**config.mk**
```make
export PLATFORM = sky130hd
export DESIGN_NAME = mc_seq_datapath
export DESIGN_NICKNAME = d
export VERILOG_FILES = /design/src/rtl/mc_seq_datapath.sv
export SDC_FILE = /design/constraint.sdc
export NUM_CORES = 1
export LEC_CHECK = 0
export ABC_AREA = 1
export BUFFER_PORTS_ARGS = -buffer_cell sky130_fd_sc_hd__buf_4
export CORE_AREA = 2 2 164 166
export DETAILED_ROUTE_END_ITERATION = 10
export DIE_AREA = 0 0 166 168
export SETUP_SLACK_MARGIN = 0.5
export SYNTH_ARGS = -nofsm -noshare
export SYNTH_HDL_FRONTEND = slang
export SYNTH_SLANG_ARGS = --single-unit
```
**constraint.sdc**
```tcl
create_clock -name clk -period 1.2 [get_ports clk]
set_input_delay 0.06 -clock clk [delete_from_list [all_inputs] [get_ports clk]]
set_output_delay 0.06 -clock clk [all_outputs]
set_load 0.02 [all_outputs]
```
**src/rtl/mc_seq_datapath.sv**
```systemverilog
// Sequential half of the multi-cycle MIPS core: state register, PC/IR/MDR/A/B/ALUOut and output muxes.
// Optional memory wait states are enabled with the MC_SEQ_MEM_WAIT_EN macro.
module mc_seq_datapath #(
  parameter logic [31:0] PC_RESET   = 32'h0000_0000,
  parameter int          NUM_STATES = 10
) (
  input  logic        clk,
  input  logic        rst,
  input  logic [3:0]  ns,
  input  logic        pc_wr,
  input  logic        pc_wr_cond,
  input  logic        iord,
  input  logic        mem_rd,
  input  logic        mem_wr,
  input  logic        ir_wr,
  input  logic        mem_to_reg,
  input  logic        reg_dst,
  input  logic [1:0]  pc_src,
  input  logic [31:0] alu_result,
  input  logic        alu_zero,
  input  logic [31:0] mem_rdata,
  input  logic [31:0] rf_rd1,
  input  logic [31:0] rf_rd2,
`ifdef MC_SEQ_MEM_WAIT_EN
  input  logic        mem_ready,
  output logic        stall,
`endif
  output logic [3:0]  s,
  output logic [5:0]  op,
  output logic [5:0]  funct,
  output logic [31:0] pc,
  output logic [31:0] ir,
  output logic [31:0] a_reg,
  output logic [31:0] b_reg,
  output logic [31:0] alu_out,
  output logic [31:0] mem_addr,
  output logic [31:0] mem_wdata,
  output logic        mem_rd_o,
  output logic        mem_wr_o,
  output logic [4:0]  rf_waddr,
  output logic [31:0] rf_wdata,
  output logic        illegal
);

  localparam logic [4:0] NS_LIMIT = 5'(NUM_STATES);

  logic        stall_s;
  logic        ns_legal_s;
  logic        pc_we_s;
  logic        pc_load_s;
  logic [31:0] pc_next_s;
  logic [31:0] mdr_r;

`ifdef MC_SEQ_MEM_WAIT_EN
  assign stall_s = (mem_rd | mem_wr) & ~mem_ready;
  assign stall   = stall_s;
`else
  assign stall_s = 1'b0;
`endif

  // An NS with unknown bits makes this compare unknown, which steers the if below to its illegal branch.
  assign ns_legal_s = ({1'b0, ns} < NS_LIMIT);

  // PC source select; pc_src=11 never writes.
  always_comb begin
    pc_we_s   = pc_wr | (pc_wr_cond & alu_zero);
    pc_next_s = pc;
    pc_load_s = 1'b0;
    case (pc_src)
      2'b00: begin
        pc_next_s = alu_result;
        pc_load_s = pc_we_s;
      end
      2'b01: begin
        pc_next_s = alu_out;
        pc_load_s = pc_we_s;
      end
      2'b10: begin
        pc_next_s = {pc[31:28], ir[25:0], 2'b00};
        pc_load_s = pc_we_s;
      end
      default: begin
        pc_next_s = pc;
        pc_load_s = 1'b0;
      end
    endcase
  end

  // Architectural registers; reset wins over stall, and a stall freezes everything.
  always_ff @(posedge clk) begin
    if (rst) begin
      s       <= 4'd0;
      illegal <= 1'b0;
      pc      <= PC_RESET;
      ir      <= 32'h0000_0000;
      mdr_r   <= 32'h0000_0000;
      a_reg   <= 32'h0000_0000;
      b_reg   <= 32'h0000_0000;
      alu_out <= 32'h0000_0000;
    end else if (!stall_s) begin
      if (ns_legal_s) begin
        s <= ns;
      end else begin
        s       <= 4'd0;
        illegal <= 1'b1;
      end
      if (pc_load_s) begin
        pc <= pc_next_s;
      end
      if (ir_wr) begin
        ir <= mem_rdata;
      end
      mdr_r   <= mem_rdata;
      a_reg   <= rf_rd1;
      b_reg   <= rf_rd2;
      alu_out <= alu_result;
    end
  end

  assign op        = ir[31:26];
  assign funct     = ir[5:0];
  assign mem_addr  = iord ? alu_out : pc;
  assign mem_wdata = b_reg;
  assign rf_waddr  = reg_dst ? ir[15:11] : ir[20:16];
  assign rf_wdata  = mem_to_reg ? mdr_r : alu_out;
  assign mem_rd_o  = mem_rd & ~stall_s;
  assign mem_wr_o  = mem_wr & ~stall_s;

endmodule

```
-- After elaboration in Yosys (flattened, before gate mapping)
Cells that the tools add are included.
W data, S select, Z words.
- register bits after elaboration: 197
- output and inout bits: 280
- bitwise gates (word level): 4
- equal/unequal tests: 2
- mux-type cells: 5
- order comparisons: 1
- reductions and logical operators: 7
- operators with widths (kind ; number):
    $pmux W32 S3 ; 1
    $mux W32 ; 2
    $mux W5 ; 1
    $lt A4 B4 Y1 const B ; 1
    $reduce_and A3 Y1 ; 1
    $reduce_bool A3 Y1 ; 1
    $reduce_or A3 Y1 ; 1
    $eq A2 B1 Y1 const B ; 1
    $eq A2 B2 Y1 const B ; 1
    $logic_not A2 Y1 ; 1
    $not A1 Y1 ; 2
    $reduce_and A2 Y1 ; 1
    $reduce_bool A2 Y1 ; 1
    $reduce_or A2 Y1 ; 1
    $and A1 B1 Y1 ; 1
    $mux W1 ; 1
    $or A1 B1 Y1 ; 1

-- Longest topological paths before layout
Gate-level depths: netlist of run 1.
- depth after elaboration: 4
- mapped depth: 10

-- Worst setup path before layout of run 1
OpenSTA, ideal clock, no wires.
- path type: input to register
- start point: input port pc_src[0]
- end point: register pc[18]
- arrival: 1.069 ns
- buffers on the path: 1
- required time: 1.084 ns
- stages on the path: 9
- setup time: 0.116 ns
- slack: 0.015 ns
- cells stage by stage: inv_1 -> ha_1 -> nand2_4 -> clkinv_4 -> buf_12 -> nand2_2 -> nand3_1 -> nor2_1 -> nor2_1
- cells in the longest elaborated chain, start to end: 4
- elaborated cells on any way between the ends: 8
- classes of those cells: eq/ne: 2; mux: 2; reduce/logical: 4
- ends and longest elaborated chain (item ; line ; text):
    from (decl) ; 18 ; input logic [1:0] pc_src,
    $eq A2 B2 Y1, or another cell as far along ; 69 ; case (pc_src)
    $reduce_or A3 Y1 (no line) ; - ;
    $mux W1 ; 69 ;
    $reduce_and A2 Y1 (no line) ; - ;
    to (signal assigned) ; 108 ; pc <= pc_next_s;
    to (decl) ; 31 ; output logic [31:0] pc,
Several ways; a longest one is shown, not always the timed one.
A chain may end at the register's enable or synchronous reset.

-- Worst setup path in the final report of run 1
- start point: register ir[13]
- end point: output port rf_waddr[2]
- cells in the longest elaborated chain, start to end: 1
- ends and longest elaborated chain (item ; line ; text):
    from (decl) ; 32 ; output logic [31:0] ir,
    from (signal assigned) ; 111 ; ir <= mem_rdata;
    $mux W5 ; 124 ; assign rf_waddr = reg_dst ? ir[15:11] : ir[20:16];
    to (decl) ; 40 ; output logic [4:0] rf_waddr,
Every way passes these cells.

==> results of run 1 <==
per-layer routing:
metal  GRT usage, %  part of all wire [%]
met3           6.51                   6.6
met1           25.0                    37
met2           44.4                    54
met5              0                     0
met4           5.67                   2.0
per-stage QoR:
step,setup slack (ps),utilization [%],hold slack (ps),instances,instance area [µm²]
global route,-82.5,65.6,41.2,1999,17300
global placement,-96.2,45.6,120,1713,12000
detailed placement,-123,45.6,120,1713,12000
finish,-48.0,65.6,27.3,1999,17300
floorplan,196,-,157,1033,8870
CTS,-58.2,63.1,14.5,1976,16600
synthesized netlist by cell type, drive strengths merged:
master,number,area [µm²]
clkbuf,20,75.1
mux2,5,56.3
ha,4,50.1
clkinv,2,13.8
buf,80,559
inv,177,664
nor2,227,852
o22ai,2,12.5
o21bai,1,7.51
nand2,130,548
nand3,26,180
o21ai,97,485
dfxtp,197,3940
a21oi,65,325
kinds of logic (layout without fill, tap and decap cells):
group / count (synthesis) / count (layout) / share of synthesized area, %
and+or+nand+nor: 383 / 383 / 20.3
buffers and inverters: 279 / 904 / 16.9
DFF: 197 / 197 / 50.7
AOI/OAI and AO/OA: 165 / 165 / 10.7
muxes: 5 / 5 / 0.724
adders and majority gates: 4 / 4 / 0.644
critical path, stage by stage (launching register included):
cell	delay, ps
dfxtp_4	370
mux2_4	260
buf_6	130
what timing repair did:
action | in CTS | in global routing
resized for setup | 583 | 166
buffers inserted | 98 | 23
gates cloned | 0 | 0
endpoints found under the setup margin | 312 | 347
hold buffers | 133 | 3
hold endpoints to repair | 189 | 5
pin swaps | 132 | 62
power groups by stage:
stage	Clock [mW]	Sequential (mW)	Combinational [mW]
6_report	6.18	7.36	5.53
5_1_grt	6.59	7.41	5.85
4_1_cts	6.28	7.36	5.20
3_5_place_dp	0	7.43	3.83
3_3_place_gp	0	7.43	3.79
2_1_floorplan	0	7.75	1.85
worst paths after layout:
kind	start	endpoint	slack, ps	depth (start not counted)
max	ir[13]$_SDFFE_PP0P_	rf_waddr[2]	-50	2
min	alu_result[11]	pc[11]$_SDFFE_PP0P_	30	5
max reg2reg	ir[16]$_SDFFE_PP0P_	pc[18]$_SDFFE_PP0P_	160	7
min reg2reg	illegal$_SDFFE_PP0P_	illegal$_SDFFE_PP0P_	470	2
cell usage in the layout, fill, tap and decap left out, types with 2 or more instances in the layout:
master,instances
a21oi_1,28
a21oi_2,6
a21oi_4,31
buf_12,13
buf_4,153
buf_6,394
clkbuf_16,20
clkinv_4,3
clkinv_8,4
dfxtp_1,32
dfxtp_2,77
dfxtp_4,88
dlygate4sd3_1,132
ha_1,2
ha_4,2
inv_1,138
inv_2,5
inv_4,26
inv_6,8
inv_8,6
mux2_4,5
nand2_1,92
nand2_2,26
nand2_4,12
nand3_2,26
nor2_1,183
nor2_2,14
nor2_4,30
o21ai_0,28
o21ai_1,7
o21ai_2,28
o21ai_4,34
area by class of cell:
class / count / area (µm²)
clock buffer: 20 / 500
multi-input combinational: 557 / 3860
timing repair buffer: 693 / 7180
clock inverter: 12 / 143
sequential: 197 / 4370
fill: 1935 / 9070
inverter: 179 / 802
tap: 341 / 427
==> impl_metrics.py, run 1 <==
metrics = {
    "status": {
        "status": "finished, violations left",
        "violations": "negative setup slack",
    },
    "pwr": {
        "p_clk_share_pct": 32.4,
        "p_int_mw": 13.0,
        "ir_drop_uv": 976,
        "power_density_nw_per_um2": 1100,
        "p_leak_nw": 8.25,
        "power_mw": 19.1,
        "seqPwrFrac_pct": 38.6,
        "switching_power_mw": 6.07,
        "power_frac_comb_pct": 29.0,
        "swShare_pct": 31.8,
    },
    "global_route": {
        "antenna_found_initial": 0,
        "grt_first_pass_wirelength_um": 51400,
        "grt-ovfl-total": 0,
        "grt_pass1_vias": 9412,
        "grt_max_degree": 65,
        "track_usage_pct": 23.1,
    },
    "worst_setup_path": {
        "end_kind": "output pin",
        "worstPathRequired_ps": 1140,
        "path_class": "reg -> out",
        "cp.arrival_ps": 1190,
        "cp-start-kind": "flip-flop",
        "path_max_fanout": 4,
    },
    "yosys": {
        "synth-seq-cells": 197,
        "ys_types": 24,
        "avgSynthCellArea_um2": 7.53,
        "syn-cell-area_um2": 7770,
        "synth_cells": 1033,
        "synth_nets": 1182,
        "ys_seq_area_share_pct": 50.7,
        "synth_warnings": 0,
    },
    "sta": {
        "hold_viol": 0,
        "rsz0062_at_grt": "true",
        "fin_ws_ps": -48.0,
        "slew_viol_final": 0,
        "maxSlewHeadroom_pct": 71.2,
        "min_period_over_period_pct": 104,
        "fmax_mhz": 801,
        "finalSetupTns_ps": -198,
        "setup_violations": 5,
        "fin_skew_ps": 13.2,
        "finalCriticalPeriod_ps": 1250,
        "tightest_slew_ps": 431,
    },
    "detailed_routing": {
        "drc_errors": 0,
        "dr.first_iter.drc_count": 382,
        "wl_per_cell_um": 16.8,
        "vias": 8953,
        "dr.pass1.iters": 5,
        "ant_nets": 0,
        "wl_um": 33700,
        "vias_per_cell": 4.48,
    },
    "placement": {
        "io_buffers": 420,
        "gp_congestion": 0.770,
        "hpwl_um": 20900,
    },
    "floorplanning": {
        "dieWidth_um": 166,
        "ios": 425,
        "dieArea_um2": 27900,
        "core-area_um2": 26400,
        "die_h_um": 168,
        "floorplan.rows": 60,
        "initial_utilization_pct": 29.5,
    },
    "clocking": {
        "cts_tree": "built",
        "root_buffer": "clkbuf_16",
        "clock_sinks": 197,
        "htreeDepth": 4,
        "numCtsBuffers": 17,
        "clk_pin_slew_ps": 70,
        "clockBufferDepth": 2,
        "insertion_delay_ps": 430,
    },
    "finish": {
        "area_growth_pct": 122,
        "antenna_cells": 0,
        "final_layout_size_suffix_gt1_share_pct": 61.1,
        "fin_nets": 1794,
    },
    "run": {
        "timing.max_cap.violations": 0,
    },
    "min_path": {
        "hp-class": "in -> reg",
    },
}
Power figures use the tool's default switching activity.
==> run 2: changes to the inputs <==
- CELL_PAD_IN_SITES_DETAIL_PLACEMENT: unset -> 1
- CELL_PAD_IN_SITES_GLOBAL_PLACEMENT: unset -> 1
- CORE_AREA: 2 2 164 166 -> unset
- CORE_UTILIZATION: unset -> 27
- DIE_AREA: 0 0 166 168 -> unset
- PLACE_DENSITY_LB_ADDON: unset -> 0.1
==> run 2 against run 1 <==
Effect of this change: the run still ends with negative setup slack left; hold slack better by 20 ps; power fell by 0.96%; clock skew down 1.7 ps; register-to-register slack worse by 60 ps; largest power group unchanged; wire length rose by 18%; die area rose by 5.7%; critical path depth did not move; flip-flop and latch count stayed put.
==> impl_metrics.py, run 2 (synthesis gave the netlist of run 1 again) <==
metrics = {
    "detailed_routing": {
        "wl_per_cell_um": 19.4,
        "dr.first_iter.drc_count": 351,
        "ant_nets": 0,
        "wl_um": 39700,
        "vias_per_cell": 4.46,
        "drc_errors": 0,
        "vias": 9125,
        "dr.pass1.iters": 4,
    },
    "status": {
        "violations": "negative setup slack",
        "status": "finished, violations left",
    },
    "clocking": {
        "htreeDepth": 4,
        "root_buffer": "clkbuf_16",
        "insertion_delay_ps": 430,
        "numCtsBuffers": 17,
        "clk_pin_slew_ps": 80,
        "clock_sinks": 197,
        "clockBufferDepth": 2,
        "cts_tree": "built",
    },
    "pwr": {
        "power_density_nw_per_um2": 1090,
        "p_leak_nw": 8.31,
        "ir_drop_uv": 657,
    },
    "worst_setup_path": {
        "crit_chain": "mux2_4 > buf_6",
        "critical-path-max-stage-delay_ps": 370,
        "worstPathRequired_ps": 1140,
        "end_kind": "output pin",
        "cp-start-kind": "flip-flop",
        "path_max_fanout": 2,
        "cp.arrival_ps": 1200,
        "path_buf_inv": 1,
        "critPathTopFamily": "flip-flops",
        "path_class": "reg -> out",
        "slowest_stage": "dfxtp_4",
    },
    "global_route": {
        "grt_max_degree": 65,
        "track_usage_pct": 25.3,
        "grt_first_pass_wirelength_um": 55900,
        "grt-ovfl-total": 0,
        "grt_pass1_vias": 9936,
        "antenna_found_initial": 2,
    },
    "sta": {
        "finalSetupTns_ps": -267,
        "fmax_mhz": 794,
        "min_period_over_period_pct": 105,
        "maxSlewHeadroom_pct": 71.4,
        "slew_viol_final": 0,
        "fin_ws_ps": -59.3,
        "holdWs_ps": 47.5,
        "fin_skew_ps": 11.6,
        "finalCriticalPeriod_ps": 1260,
        "tightest_slew_ps": 429,
        "rsz0062_at_grt": "true",
        "setup_violations": 6,
        "hold_viol": 0,
    },
    "finish": {
        "final_common_cell": "buf_6",
        "instances_no_fill": 2048,
        "fill_cells": 3088,
        "final_layout_size_suffix_gt1_share_pct": 61.8,
        "fin_util_pct": 61.9,
        "fin_nets": 1804,
        "area_growth_pct": 124,
        "layout_common_cells": "buf_6, nor2_1, buf_4, inv_1, dlygate4sd3_1",
    },
    "placement": {
        "placed_cells": 1758,
        "hpwl_um": 22800,
        "io_buffers": 420,
        "gp_congestion": 0.761,
    },
    "floorplanning": {
        "dieArea_um2": 29500,
        "floorplan.rows": 61,
        "die_h_um": 172,
        "dieWidth_um": 172,
        "core-area_um2": 28100,
        "initial_utilization_pct": 27.7,
        "ios": 425,
    },
    "run": {
        "timing.max_cap.violations": 0,
    },
    "min_path": {
        "hp-class": "in -> reg",
    },
}
==> run 2: repair_timing <==
| action | in CTS | in global routing |
|---|---|---|
| gates resized for setup | 570 | 186 |
| hold buffers | 133 | 3 |
| hold endpoints to repair | 191 | 5 |
| cloned | 0 | 1 |
| setup buffers | 95 | 27 |
| pin swaps | 124 | 69 |
| endpoints found under the setup margin | 311 | 346 |
==> run 2: final timing paths <==
kind	slack (ps)	to	cells after the start	startpoint
max	-60	rf_waddr[1]	2	ir[12]$_SDFFE_PP0P_
min	50	pc[31]$_SDFFE_PP0P_	7	alu_result[31]
max reg2reg	100	pc[18]$_SDFFE_PP0P_	7	ir[16]$_SDFFE_PP0P_
min reg2reg	470	illegal$_SDFFE_PP0P_	2	illegal$_SDFFE_PP0P_
==> run 2: area by class of cell <==
type                    count  area, µm²  area share, %
repair buffers            703       7260           41.7
flip-flops and latches    197       4370           25.1
multi-input cells         557       3920           22.5
inverters                 179        792           4.55
well taps                 378        473           2.72
clock buffers              19        443           2.55
clock inverters            13        143          0.820
diodes                      2       5.00         0.0288
==> run 2: tightest hold or removal path, stage by stage <==
cell     delay (ps)
buf_4            80
nand2_1          50
o21ai_2          50
inv_1            30
nand2_1          50
nand2_1          50
nor2_1           70
==> run 2: routing by layer <==
layer / wire length (µm) / vias to the layer above / share of wire [%] / track usage [%]
met3: 2300 / 73 / 5.8 / 6.10
met2: 22200 / 316 / 56 / 50.4
li1: - / 4330 / - / -
met5: 0 / - / 0 / 0
met4: 1090 / 0 / 2.8 / 9.16
met1: 14100 / 4406 / 35 / 25.0
==> run 2: through the flow <==
step | instance area [µm²] | setup slack [ps] | power, mW
detailed placement | 12100 | -137 | 11.3
CTS | 16600 | -77.3 | 18.5
finish | 17400 | -59.3 | 18.9
global route | 17400 | -86.8 | 19.6
global placement | 12100 | -89.7 | 11.3
floorplan | 8870 | 196 | 9.60
==> run 2: where the power goes <==
part / total (mW) / leakage (nW) / internal (mW) / switching [mW]
Clock: 5.79 / 0.287 / 2.85 / 2.94
Combinational: 5.71 / 6.31 / 2.92 / 2.79
Sequential: 7.38 / 1.71 / 6.93 / 0.450
Total: 18.9 / 8.31 / 12.7 / 6.19
